$ cat config.mk
export PLATFORM = sky130hd
export DESIGN_NAME = spi_rdid_slave
export DESIGN_NICKNAME = d
export VERILOG_FILES = /design/src/rtl/spi_flash_pkg.sv /design/src/rtl/spi_edge_sync.sv /design/src/rtl/spi_rdid_slave.sv
export SDC_FILE = /design/constraint.sdc
export NUM_CORES = 1
export LEC_CHECK = 0
export ABC_AREA = 1
export ABC_CLOCK_PERIOD_IN_PS = 1500
export BUFFER_PORTS_ARGS = -buffer_cell sky130_fd_sc_hd__buf_2
export CORE_ASPECT_RATIO = 0.7
export CORE_MARGIN = 2
export CORE_UTILIZATION = 40
export CTS_CLUSTER_SIZE = 12
export DETAILED_ROUTE_END_ITERATION = 7
export PLACE_DENSITY = 0.65
export SKIP_LAST_GASP = 1
export SYNTH_ARGS = -nofsm -noshare
export SYNTH_HDL_FRONTEND = slang
export SYNTH_SLANG_ARGS = --single-unit
$ cat constraint.sdc
create_clock -name clk -period 1.5 [get_ports clk]
set_input_delay 0.3 -clock clk [delete_from_list [all_inputs] [get_ports clk]]
set_output_delay 0.3 -clock clk [all_outputs]
set_load 0.02 [all_outputs]
$ cat src/rtl/spi_flash_pkg.sv
`default_nettype none
// ============================================================================
// Module      : spi_flash_pkg
// Description : Shared SPI flash command codes and responder state encodings,
//               common to spi_rdid_slave and spi_master.
// Revision    : 1.0 - initial release
// ============================================================================
package spi_flash_pkg;

  localparam logic [7:0] CMD_RDID = 8'h9F;
  localparam logic [7:0] CMD_RDSR = 8'h05;

  typedef enum logic [1:0] {
    S_CMD    = 2'd0,
    S_ID     = 2'd1,
    S_IGNORE = 2'd2,
    S_SR     = 2'd3
  } state_t;

endpackage
`default_nettype wire

$ cat src/rtl/spi_edge_sync.sv
`default_nettype none
// ============================================================================
// Module      : spi_edge_sync
// Description : 2-FF synchronizer for an asynchronous input plus single-clk
//               rise/fall pulses derived from the synchronized level.
// Revision    : 1.0 - initial release
// ============================================================================
module spi_edge_sync (
  input  logic clk,
  input  logic reset,
  input  logic d,
  output logic q,
  output logic rise,
  output logic fall
);

  logic meta_q, meta_d;
  logic sync_q, sync_d;
  logic prev_q, prev_d;

  // Next-state for the synchronizer chain and the edge-history flop
  always_comb begin
    meta_d = d;
    sync_d = meta_q;
    prev_d = sync_q;
  end

  // Synchronizer and history registers
  always_ff @(posedge clk) begin
    if (reset) begin
      meta_q <= 1'b0;
      sync_q <= 1'b0;
      prev_q <= 1'b0;
    end else begin
      meta_q <= meta_d;
      sync_q <= sync_d;
      prev_q <= prev_d;
    end
  end

  assign q    = sync_q;
  assign rise = sync_q & ~prev_q;
  assign fall = ~sync_q & prev_q;

endmodule
`default_nettype wire

$ cat src/rtl/spi_rdid_slave.sv
`default_nettype none
// ============================================================================
// Module      : spi_rdid_slave
// Description : Oversampled SPI flash responder (mode 0, no chip-select).
//               Decodes the command byte and answers READ ID (0x9F) with a
//               repeating 3-byte JEDEC ID. Frames end after IDLE_CYCLES clk
//               without SPICLK activity.
//               Optional macro SPI_RDSR_EN adds status_in and the RDSR (0x05)
//               command, which returns status_in repeatedly.
// Revision    : 1.0 - initial release
// ============================================================================
module spi_rdid_slave
  import spi_flash_pkg::*;
#(
  parameter logic [23:0] JEDEC_ID    = 24'h202015,
  parameter int          IDLE_CYCLES = 16
) (
  input  logic       clk,
  input  logic       reset,
  input  logic       SPICLK,
  input  logic       SPIMOSI,
`ifdef SPI_RDSR_EN
  input  logic [7:0] status_in,
`endif
  output logic       SPIMISO,
  output logic       cmd_valid,
  output logic [7:0] cmd_byte,
  output logic       busy
);

  localparam int IW = $clog2(IDLE_CYCLES + 1);

  logic          sclk_s, sclk_rise, sclk_fall;
  logic          mosi_meta_q, mosi_s_q;
  logic          timeout;

  state_t        state_q, state_d;
  logic [4:0]    count_q, count_d;
  logic [7:0]    shift_q, shift_d;
  logic [7:0]    cmd_byte_q, cmd_byte_d;
  logic          cmd_valid_q, cmd_valid_d;
  logic          miso_q, miso_d;
  logic          busy_q, busy_d;
  logic [IW-1:0] idle_q, idle_d;
`ifdef SPI_RDSR_EN
  logic [7:0]    status_q, status_d;
`endif

  spi_edge_sync u_sclk_sync (
    .clk   (clk),
    .reset (reset),
    .d     (SPICLK),
    .q     (sclk_s),
    .rise  (sclk_rise),
    .fall  (sclk_fall)
  );

  // MOSI gets the same two-stage delay as SPICLK so it lines up with the rise pulse
  always_ff @(posedge clk) begin
    if (reset) begin
      mosi_meta_q <= 1'b0;
      mosi_s_q    <= 1'b0;
    end else begin
      mosi_meta_q <= SPIMOSI;
      mosi_s_q    <= mosi_meta_q;
    end
  end

  // An SPICLK edge in the same clk always beats the idle timeout
  assign timeout = (idle_q == IW'(IDLE_CYCLES)) && !sclk_s && !(sclk_rise || sclk_fall);

  // Command decode, response shifting, idle tracking and frame-end handling
  always_comb begin
    state_d     = state_q;
    count_d     = count_q;
    shift_d     = shift_q;
    cmd_byte_d  = cmd_byte_q;
    cmd_valid_d = 1'b0;
    miso_d      = miso_q;
    busy_d      = busy_q;
    idle_d      = idle_q;
`ifdef SPI_RDSR_EN
    status_d    = status_q;
`endif

    if (sclk_rise || sclk_fall) begin
      idle_d = '0;
    end else if (idle_q != IW'(IDLE_CYCLES)) begin
      idle_d = idle_q + IW'(1);
    end

    if (sclk_rise) begin
      busy_d = 1'b1;
    end

    case (state_q)
      S_CMD: begin
        if (sclk_rise) begin
          shift_d = {shift_q[6:0], mosi_s_q};
          if (count_q == 5'd7) begin
            cmd_byte_d  = shift_d;
            cmd_valid_d = 1'b1;
            count_d     = 5'd0;
            if (shift_d == CMD_RDID) begin
              state_d = S_ID;
`ifdef SPI_RDSR_EN
            end else if (shift_d == CMD_RDSR) begin
              state_d  = S_SR;
              status_d = status_in;
`endif
            end else begin
              state_d = S_IGNORE;
            end
          end else begin
            count_d = count_q + 5'd1;
          end
        end
      end
      S_ID: begin
        if (sclk_fall) begin
          miso_d  = JEDEC_ID[5'd23 - count_q];
          count_d = (count_q == 5'd23) ? 5'd0 : count_q + 5'd1;
        end
      end
`ifdef SPI_RDSR_EN
      S_SR: begin
        if (sclk_fall) begin
          miso_d  = status_q[3'd7 - count_q[2:0]];
          count_d = (count_q == 5'd7) ? 5'd0 : count_q + 5'd1;
        end
      end
`endif
      default: begin
        miso_d = 1'b0;
      end
    endcase

    if (timeout) begin
      state_d = S_CMD;
      count_d = 5'd0;
      miso_d  = 1'b0;
      busy_d  = 1'b0;
    end
  end

  // State and datapath registers
  always_ff @(posedge clk) begin
    if (reset) begin
      state_q     <= S_CMD;
      count_q     <= 5'd0;
      shift_q     <= 8'd0;
      cmd_byte_q  <= 8'd0;
      cmd_valid_q <= 1'b0;
      miso_q      <= 1'b0;
      busy_q      <= 1'b0;
      idle_q      <= '0;
`ifdef SPI_RDSR_EN
      status_q    <= 8'd0;
`endif
    end else begin
      state_q     <= state_d;
      count_q     <= count_d;
      shift_q     <= shift_d;
      cmd_byte_q  <= cmd_byte_d;
      cmd_valid_q <= cmd_valid_d;
      miso_q      <= miso_d;
      busy_q      <= busy_d;
      idle_q      <= idle_d;
`ifdef SPI_RDSR_EN
      status_q    <= status_d;
`endif
    end
  end

  assign SPIMISO   = miso_q;
  assign cmd_valid = cmd_valid_q;
  assign cmd_byte  = cmd_byte_q;
  assign busy      = busy_q;

endmodule
`default_nettype wire

==> results.cfg, run 1 <==
[drt]
drt-total-wl_mm = 2.80
avgRoutedWirePerCell_um = 10.4
drt_first_pass_iters = 4
via_count = 1200
drt_drc_violations_left = 0
drt_iter0_drc = 95
viasPerCell = 4.46
antenna_left = 0

[synthesis]
syn_area_per_cell_um2 = 7.88
ys_seq_elements = 35
synth_edf_count = 0
yosys.cell_count.top_type = dfxtp_1
synth_common_cells = 35 x dfxtp_1, 30 x nand2_1, 30 x nor2_1
synth_seq_area_share_pct = 45.8
yosysTopAreaCellShare_pct = 45.8
yosysWarnings = 0
post_synth_num_cell_types = 25
syn_inst = 194
netlist_top_cells_area = dfxtp_1 46%, nand2_1 7.4%, nor2_1 7.4%, ha_1 6.5%, inv_1 6.1%
async_reset_ff_share_pct = 0
synth_ff_type = dfxtp_1
synth_area_um2 = 1530
synth_area_leader_cell = dfxtp_1
synth_fp_nets = 206

[timing]
setup_violations = 0
maxSlewHeadroom_pct = 84.6
hold_viol_final = 0
max_clock_freq_mhz = 704
setup_ws_ps = 79.3
hold_slack_ps = 218
tightest_slew_ps = 231
finalClockSkew_ps = 7.18
drv_slew = 0
finalCriticalPeriod_ps = 1420
fin_crit_sh_pct = 94.7

[clock_tree]
clock_sinks = 35
clock_latency_ps = 280
cts_root_buffer = clkbuf_8
cts_tree = built
cts_hold_buffers = 0
cts_made_buffers = 5
clk_path_buf_depth = 2
cts_htree_levels = 2
path_clk_slew_ps = 70

[die]
dieArea_um2 = 4340
rows = 18
io-pin-count = 15
coreArea_um2 = 3580
die_y_um = 55.7
initial_core_util_pct = 42.7
die_w_um = 77.9

[pwr]
irDropWorstVdd_v = 0.000493
leakagePower_uw = 0.000793
p_total_uw = 1820
power.density_cell_area_nw_per_um2 = 1020

[setup_path]
regToRegSetupSlack_ps = 80
endpoint_kind = flop
worstPathArrival_ps = 1610
timing.rr.end = cmd_byte[6]
crit_required_ps = 1690
r2r_start = count_q[0]
path_max_fanout = 5
critPathLaunchType = flop
rr_worst_depth = 8
critPathKind = flop to flop

[global_routing]
grt_pass1_vias = 1024
grt_start_max_net_pins = 15
grt_overflow = 0
grt_pass1_wl_mm = 4.56
grt_usage_pct = 13.4
antenna_found_initial = 0

[worst_hold_path]
hold_end = mosi_meta_q
hold_start = SPIMOSI
hp-class = input port to flop
worstHoldPathCells = 3

[cells_and_area]
finish.utilization_pct = 49.8
n_antenna_cell = 0
area_growth_pct = 16.5
nNetsFinal = 230
instances_no_fill = 269
drive_above_1_share_pct = 20.1

[place]
dp.cells = 260
routabilityCongestion = 0.785
port_buffers = 14
place_ws_ps = 65.9
place_hpwl_mm = 2.00

[outcome]
status = finished clean

[run]
maxCapViolations = 0
-- critical path: stages, from the launching register on --
cell and delay [ps]:
dfxtp_1 400, ha_1 190, nand2_1 60, clkinv_1 80
nand2_2 70, nor2_4 150, buf_4 160, nor2_1 50
a211oi_2 170
-- stage by stage --
stage / TNS, ps / area (um2)
floorplan: 0 / 1530
global placement: 0 / 1670
detailed placement: 0 / 1670
CTS: 0 / 1770
global route: -5.41 / 1780
finish: 0 / 1780
-- final cells by class --
cell class              count  area, um2
well taps                  50       62.6
flip-flops and latches     35        701
inverters                  29        111
clock buffers               8        100
repair buffers             21        123
fillers                   344       1800
multi-input cells         126        684
-- per-layer routing --
metal	part of all wire, %	track usage, %	vias up	routed length [um]
li1	-	-	653	-
met2	40	16.7	25	1120
met5	0	0	-	0
met1	53	19.6	520	1490
met3	5.7	5.19	2	160
met4	0.96	6.02	0	27
-- kinds of logic (layout without fill, tap and decap cells) --
logic type / Yosys count / after routing / share of synthesized area [%]
adder cells (fa/ha/maj): 8 / 8 / 6.55
AO/OA/AOI/OAI: 30 / 30 / 11.0
flip-flops: 35 / 35 / 45.8
buffers and inverters: 33 / 58 / 9.41
XOR/XNOR: 4 / 4 / 2.29
AND/OR/NAND/NOR: 84 / 84 / 24.9
-- report_power, final --
group	leakage (uW)	switching (uW)	total (uW)	internal, uW
clock network	0.0000515	319	738	419
registers	0.000284	20.4	976	956
logic	0.000457	64.5	104	39.8
total	0.000793	404	1820	1410
-- worst max-delay path by stage --
stage / startpoint / endpoint / slack [ps] / cells past startpoint
floorplan: u_sclk_sync.q / count_q[0] / 250 / 9
global placement: count_q[0] / cmd_byte[2] / 110 / 8
detailed placement: count_q[0] / cmd_byte[2] / 70 / 8
CTS: count_q[0] / cmd_byte[2] / 30 / 8
global route: count_q[3] / SPIMISO / -5 / 7
finish: count_q[0] / cmd_byte[6] / 80 / 8
-- state kept, by name, indices dropped and copies added, names as in the netlist --
name	flops
count_q	5
idle_q	5
u_sclk_sync.q	1
busy	1
cmd_byte	8
cmd_valid	1
shift_q	7
mosi_s_q	1
u_sclk_sync.meta_q	1
SPIMISO	1
state_q	2
mosi_meta_q	1
u_sclk_sync.prev_q	1
-- timing repair --
| action | in CTS | in global routing |
|---|---|---|
| gates resized for setup | 0 | 1 |
| endpoints found under the setup margin | 0 | 6 |
| endpoints found under the hold margin | 0 | 0 |
| buffers inserted | 0 | 1 |
-- placed cells by master (no fill, tap or decap) --
cell type  count
o21ai_0       10
inv_4          1
nor3_1         1
a21oi_1       12
nand2_4        1
clkbuf_8       7
inv_1         25
nand2_1       30
ha_1           8
xor2_1         3
inv_2          2
xnor2_1        1
nand2_2        4
buf_2         14
nand3_1       12
nor2_4         1
dfxtp_1       35
buf_4          7
clkinv_1       1
nor2_2         2
clkbuf_1       1
o21ai_1        4
a211oi_2       2
nor2_1        30
a211oi_1       1
nand3_2        3
a31oi_1        1
No activity file was read; power rests on OpenSTA's default activity.
==> inputs of run 2 (changes only) <==
--- a/config.mk
+++ b/config.mk
@@ -7,13 +7,14 @@
 export LEC_CHECK = 0
 export ABC_AREA = 1
 export ABC_CLOCK_PERIOD_IN_PS = 1500
-export BUFFER_PORTS_ARGS = -buffer_cell sky130_fd_sc_hd__buf_2
+export BUFFER_PORTS_ARGS = -buffer_cell sky130_fd_sc_hd__buf_4
 export CORE_ASPECT_RATIO = 0.7
 export CORE_MARGIN = 2
 export CORE_UTILIZATION = 40
 export CTS_CLUSTER_SIZE = 12
 export DETAILED_ROUTE_END_ITERATION = 7
 export PLACE_DENSITY = 0.65
+export RECOVER_POWER = 25
 export SKIP_LAST_GASP = 1
 export SYNTH_ARGS = -nofsm -noshare
 export SYNTH_HDL_FRONTEND = slang
==> results.cfg, run 2 (synthesis results as in run 1) <==
[outcome]
status = finished clean

[timing]
max_clock_freq_mhz = 738
tns_ps = 0
hold_viol_final = 0
setup_violations = 0
finalClockSkew_ps = 3.74
rsz0062_at_grt = false
fin_crit_sh_pct = 90.4
finalCriticalPeriod_ps = 1360
drv_slew = 0
hold_slack_ps = 223
maxSlewHeadroom_pct = 67.4
tightest_slew_ps = 488

[clock_tree]
clock_sinks = 35
path_clk_slew_ps = 70
cts_root_buffer = clkbuf_8
cts_made_buffers = 5
clk_path_buf_depth = 2
cts_htree_levels = 2
cts_hold_buffers = 0
cts_setup_buffers = 0
cts_tree = built
clock_latency_ps = 280

[cells_and_area]
nNetsFinal = 228
n_antenna_cell = 0
fin_area_um2 = 1780
largest_reg_flops = 8
final_common_cell = dfxtp_1
finish.utilization_pct = 49.8
drive_above_1_share_pct = 17.1
final_cell_mix = 33 x dfxtp_1, 30 x nand2_1, 30 x nor2_1, 25 x inv_1
area_growth_pct = 16.7

[worst_hold_path]
hold_end = mosi_meta_q
worstHoldPathCells = 3
hp-class = input port to flop
hold_start = SPIMOSI

[die]
io-pin-count = 15
die_w_um = 77.9
initial_core_util_pct = 42.7
rows = 18
die_y_um = 55.7
dieArea_um2 = 4340
coreArea_um2 = 3580

[place]
place_hpwl_mm = 2.05
placed_area_um2 = 1700
port_buffers = 14
routabilityCongestion = 0.793

[setup_path]
crit_start = count_q[0]
timing.rr.end = cmd_byte[4]
critPathKind = flop to flop
critPathLaunchType = flop
worstPathArrival_ps = 1540
path_max_fanout = 6
rr_worst_depth = 8
r2r_start = count_q[0]
regToRegSetupSlack_ps = 140
crit_required_ps = 1680
endpoint_kind = flop

[global_routing]
grt_start_max_net_pins = 15
grt_usage_pct = 13.8
grt_pass1_vias = 996
grt_pass1_wl_mm = 4.55
antenna_found_initial = 0
grt_overflow = 0

[drt]
antenna_left = 0
drt_drc_violations_left = 0
viasPerCell = 4.41
drt_iter0_drc = 42
via_count = 1172
drt-total-wl_mm = 2.70
avgRoutedWirePerCell_um = 10.1
drt_first_pass_iters = 4

[run]
maxCapViolations = 0

[pwr]
p_total_uw = 1890
power.density_cell_area_nw_per_um2 = 1060
irDropWorstVdd_v = 0.000543
leakagePower_uw = 0.000755
[run 2: routing by layer]
metal	track usage (%)	up-vias	part of all wire [%]
li1	-	650	-
met1	20.3	500	58
met2	16.6	15	35
met3	4.71	7	3.6
met4	9.02	0	2.8
met5	0	-	0
[run 2: through the flow]
stage	worst slack (ps)	instances
2_1_floorplan	253	194
3_3_place_gp	162	259
3_5_place_dp	90.8	259
6_report	144	266
5_1_grt	7.64	266
4_1_cts	73.1	266
[run 2: worst max-delay path by stage]
| stage | slack, ps | cells after the start | to |
|---|---|---|---|
| 6_report | 140 | 8 | cmd_byte[4] |
| 4_1_cts | 70 | 8 | cmd_byte[4] |
| 3_3_place_gp | 160 | 8 | cmd_byte[2] |
| 2_1_floorplan | 250 | 9 | count_q[0] |
| 5_1_grt | 8 | 8 | cmd_byte[2] |
| 3_5_place_dp | 90 | 8 | cmd_byte[4] |
[run 2: area by class of cell]
type / instances / area, um2
clock inverters: 1 / 30.0
multi-input cells: 126 / 688
flip-flops and latches: 35 / 703
fillers: 346 / 1800
repair buffers: 19 / 116
well taps: 50 / 62.6
inverters: 29 / 111
clock buffers: 6 / 72.6
[run 2: power breakdown]
group | internal (uW) | switching, uW
sequential | 956 | 20.4
clock | 487 | 317
combinational | 40.4 | 66.3
[run 2: repair_timing]
item                                   4_1_cts  5_1_grt
endpoints found under the hold margin        0        0
setup endpoints to repair                    0        4
gates resized for setup                      0        3
[run 2: worst max-delay path, cell delays in order, from the launching register on]
cell and delay, ps:
dfxtp_2 370, ha_1 180, nand2_1 60, clkinv_1 80, nand2_2 60, nor2_4 150, inv_1 120, o21ai_0 180
nor2_1 50
==> inputs of run 3 (changes only) <==
--- a/config.mk
+++ b/config.mk
@@ -6,7 +6,7 @@
 export NUM_CORES = 1
 export LEC_CHECK = 0
 export ABC_AREA = 1
-export ABC_CLOCK_PERIOD_IN_PS = 1500
+export ABC_CLOCK_PERIOD_IN_PS = 1600
 export BUFFER_PORTS_ARGS = -buffer_cell sky130_fd_sc_hd__buf_4
 export CORE_ASPECT_RATIO = 0.7
 export CORE_MARGIN = 2
==> constraint.sdc (replaced) <==
create_clock -name clk -period 1.6 [get_ports clk]
set_input_delay 0.32 -clock clk [delete_from_list [all_inputs] [get_ports clk]]
set_output_delay 0.32 -clock clk [all_outputs]
set_load 0.02 [all_outputs]
==> results.cfg, run 3 (synthesis results as in run 1) <==
[outcome]
status = finished clean

[timing]
finalClockSkew_ps = 5.06
hold_slack_ps = 225
tightest_slew_ps = 482
setup_violations = 0
finalCriticalPeriod_ps = 1340
fin_crit_sh_pct = 83.5
rsz0062_at_grt = false
drv_slew = 0
tns_ps = 0
hold_viol_final = 0
maxSlewHeadroom_pct = 67.8
setup_ws_ps = 264
max_clock_freq_mhz = 749

[clock_tree]
cts_made_buffers = 5
cts_htree_levels = 2
path_clk_slew_ps = 70
clk_path_buf_depth = 2
clock_latency_ps = 290
cts_setup_buffers = 0
clock_sinks = 35
post_cts_resized = 0
cts_tree = built
cts_hold_buffers = 0
cts_root_buffer = clkbuf_8

[global_routing]
grt_usage_pct = 14.3
grt_pass1_wl_mm = 4.74
grt_pass1_vias = 1030
antenna_found_initial = 0
grt_start_max_net_pins = 15
grt_overflow = 0

[drt]
viasPerCell = 4.45
drt_iter0_drc = 44
avgRoutedWirePerCell_um = 9.97
drt-total-wl_mm = 2.66
drt_first_pass_iters = 4
antenna_left = 0
via_count = 1187
drt_drc_violations_left = 0

[setup_path]
worstPathArrival_ps = 1550
path_max_fanout = 6
endpoint_kind = flop
critPathKind = flop to flop
path_cells = ha_1 -> nand2_1 -> clkinv_1 -> nand2_2 -> nor2_4 -> buf_4 -> nor2_1 -> a211oi_2
critPathLaunchType = flop
crit_required_ps = 1810
critPathBufInv = 2
slowest_delay_ps = 400
crit_slowest_cell = dfxtp_1
critPathTopFamily = flip-flops

[cells_and_area]
finish.utilization_pct = 49.2
fill_cells = 357
final_cell_mix = 35 x dfxtp_1, 30 x nand2_1, 30 x nor2_1, 25 x inv_1
area_growth_pct = 15.1
largest_reg_flops = 8
instances_no_fill = 267
drive_above_1_share_pct = 16.1
n_antenna_cell = 0
final_common_cell = dfxtp_1
nNetsFinal = 228

[pwr]
irDropWorstVdd_v = 0.000457
leakagePower_uw = 0.000745
power.density_cell_area_nw_per_um2 = 930

[run]
maxCapViolations = 0

[die]
initial_core_util_pct = 42.7
die_y_um = 55.7
die_w_um = 77.9
dieArea_um2 = 4340
coreArea_um2 = 3580
io-pin-count = 15
rows = 18

[place]
routabilityCongestion = 0.838
dp.cells = 259
port_buffers = 14
place_hpwl_mm = 1.94
place_ws_ps = 265

[worst_hold_path]
hp-class = input port to flop
==> run 3: per-stage QoR <==
step | area [um2] | total power, uW
floorplan | 1530 | 1000
global placement | 1700 | 1030
detailed placement | 1700 | 1030
CTS | 1790 | 1660
global route | 1760 | 1720
finish | 1760 | 1640
==> run 3: path summary, 6_finish.rpt <==
kind / start / endpoint / cells after the start / slack (ps)
setup / recovery: count_q[1] / cmd_byte[6] / 8 / 260
hold reg to reg: u_sclk_sync.meta_q / u_sclk_sync.q / 2 / 400
hold / removal: SPIMOSI / mosi_meta_q / 3 / 230
setup reg to reg: count_q[1] / cmd_byte[6] / 8 / 260
==> run 3: metal layers <==
| metal | GRT usage (%) | up-vias | part of all wire, % |
|---|---|---|---|
| met4 | 9.02 | 0 | 3.1 |
| met1 | 21.3 | 511 | 57 |
| li1 | - | 651 | - |
| met5 | 0 | - | 0 |
| met3 | 5.03 | 7 | 4.4 |
| met2 | 16.6 | 18 | 35 |
==> run 3: where the power goes <==
group	switching (uW)	internal [uW]	total, uW
combinational	60.6	37.5	98.0
sequential	18.7	896	914
clock	321	304	624
total	400	1240	1640
==> run 3: cell type report <==
class | instances | area (um2) | area share (%)
Clock buffer | 6 | 72.6 | 4.12
Clock inverter | 2 | 12.5 | 0.711
Inverter | 29 | 111 | 6.33
Multi-Input combinational cell | 126 | 684 | 38.9
Sequential cell | 35 | 701 | 39.8
Tap cell | 50 | 62.6 | 3.55
Timing Repair Buffer | 19 | 116 | 6.61
==> run 3: worst register-to-register path, cell delays in order, from the launching register on <==
cell and delay (ps):
dfxtp_1 400, ha_1 200, nand2_1 60, clkinv_1 80
nand2_2 60, nor2_4 100, buf_4 150, nor2_1 50
a211oi_2 150
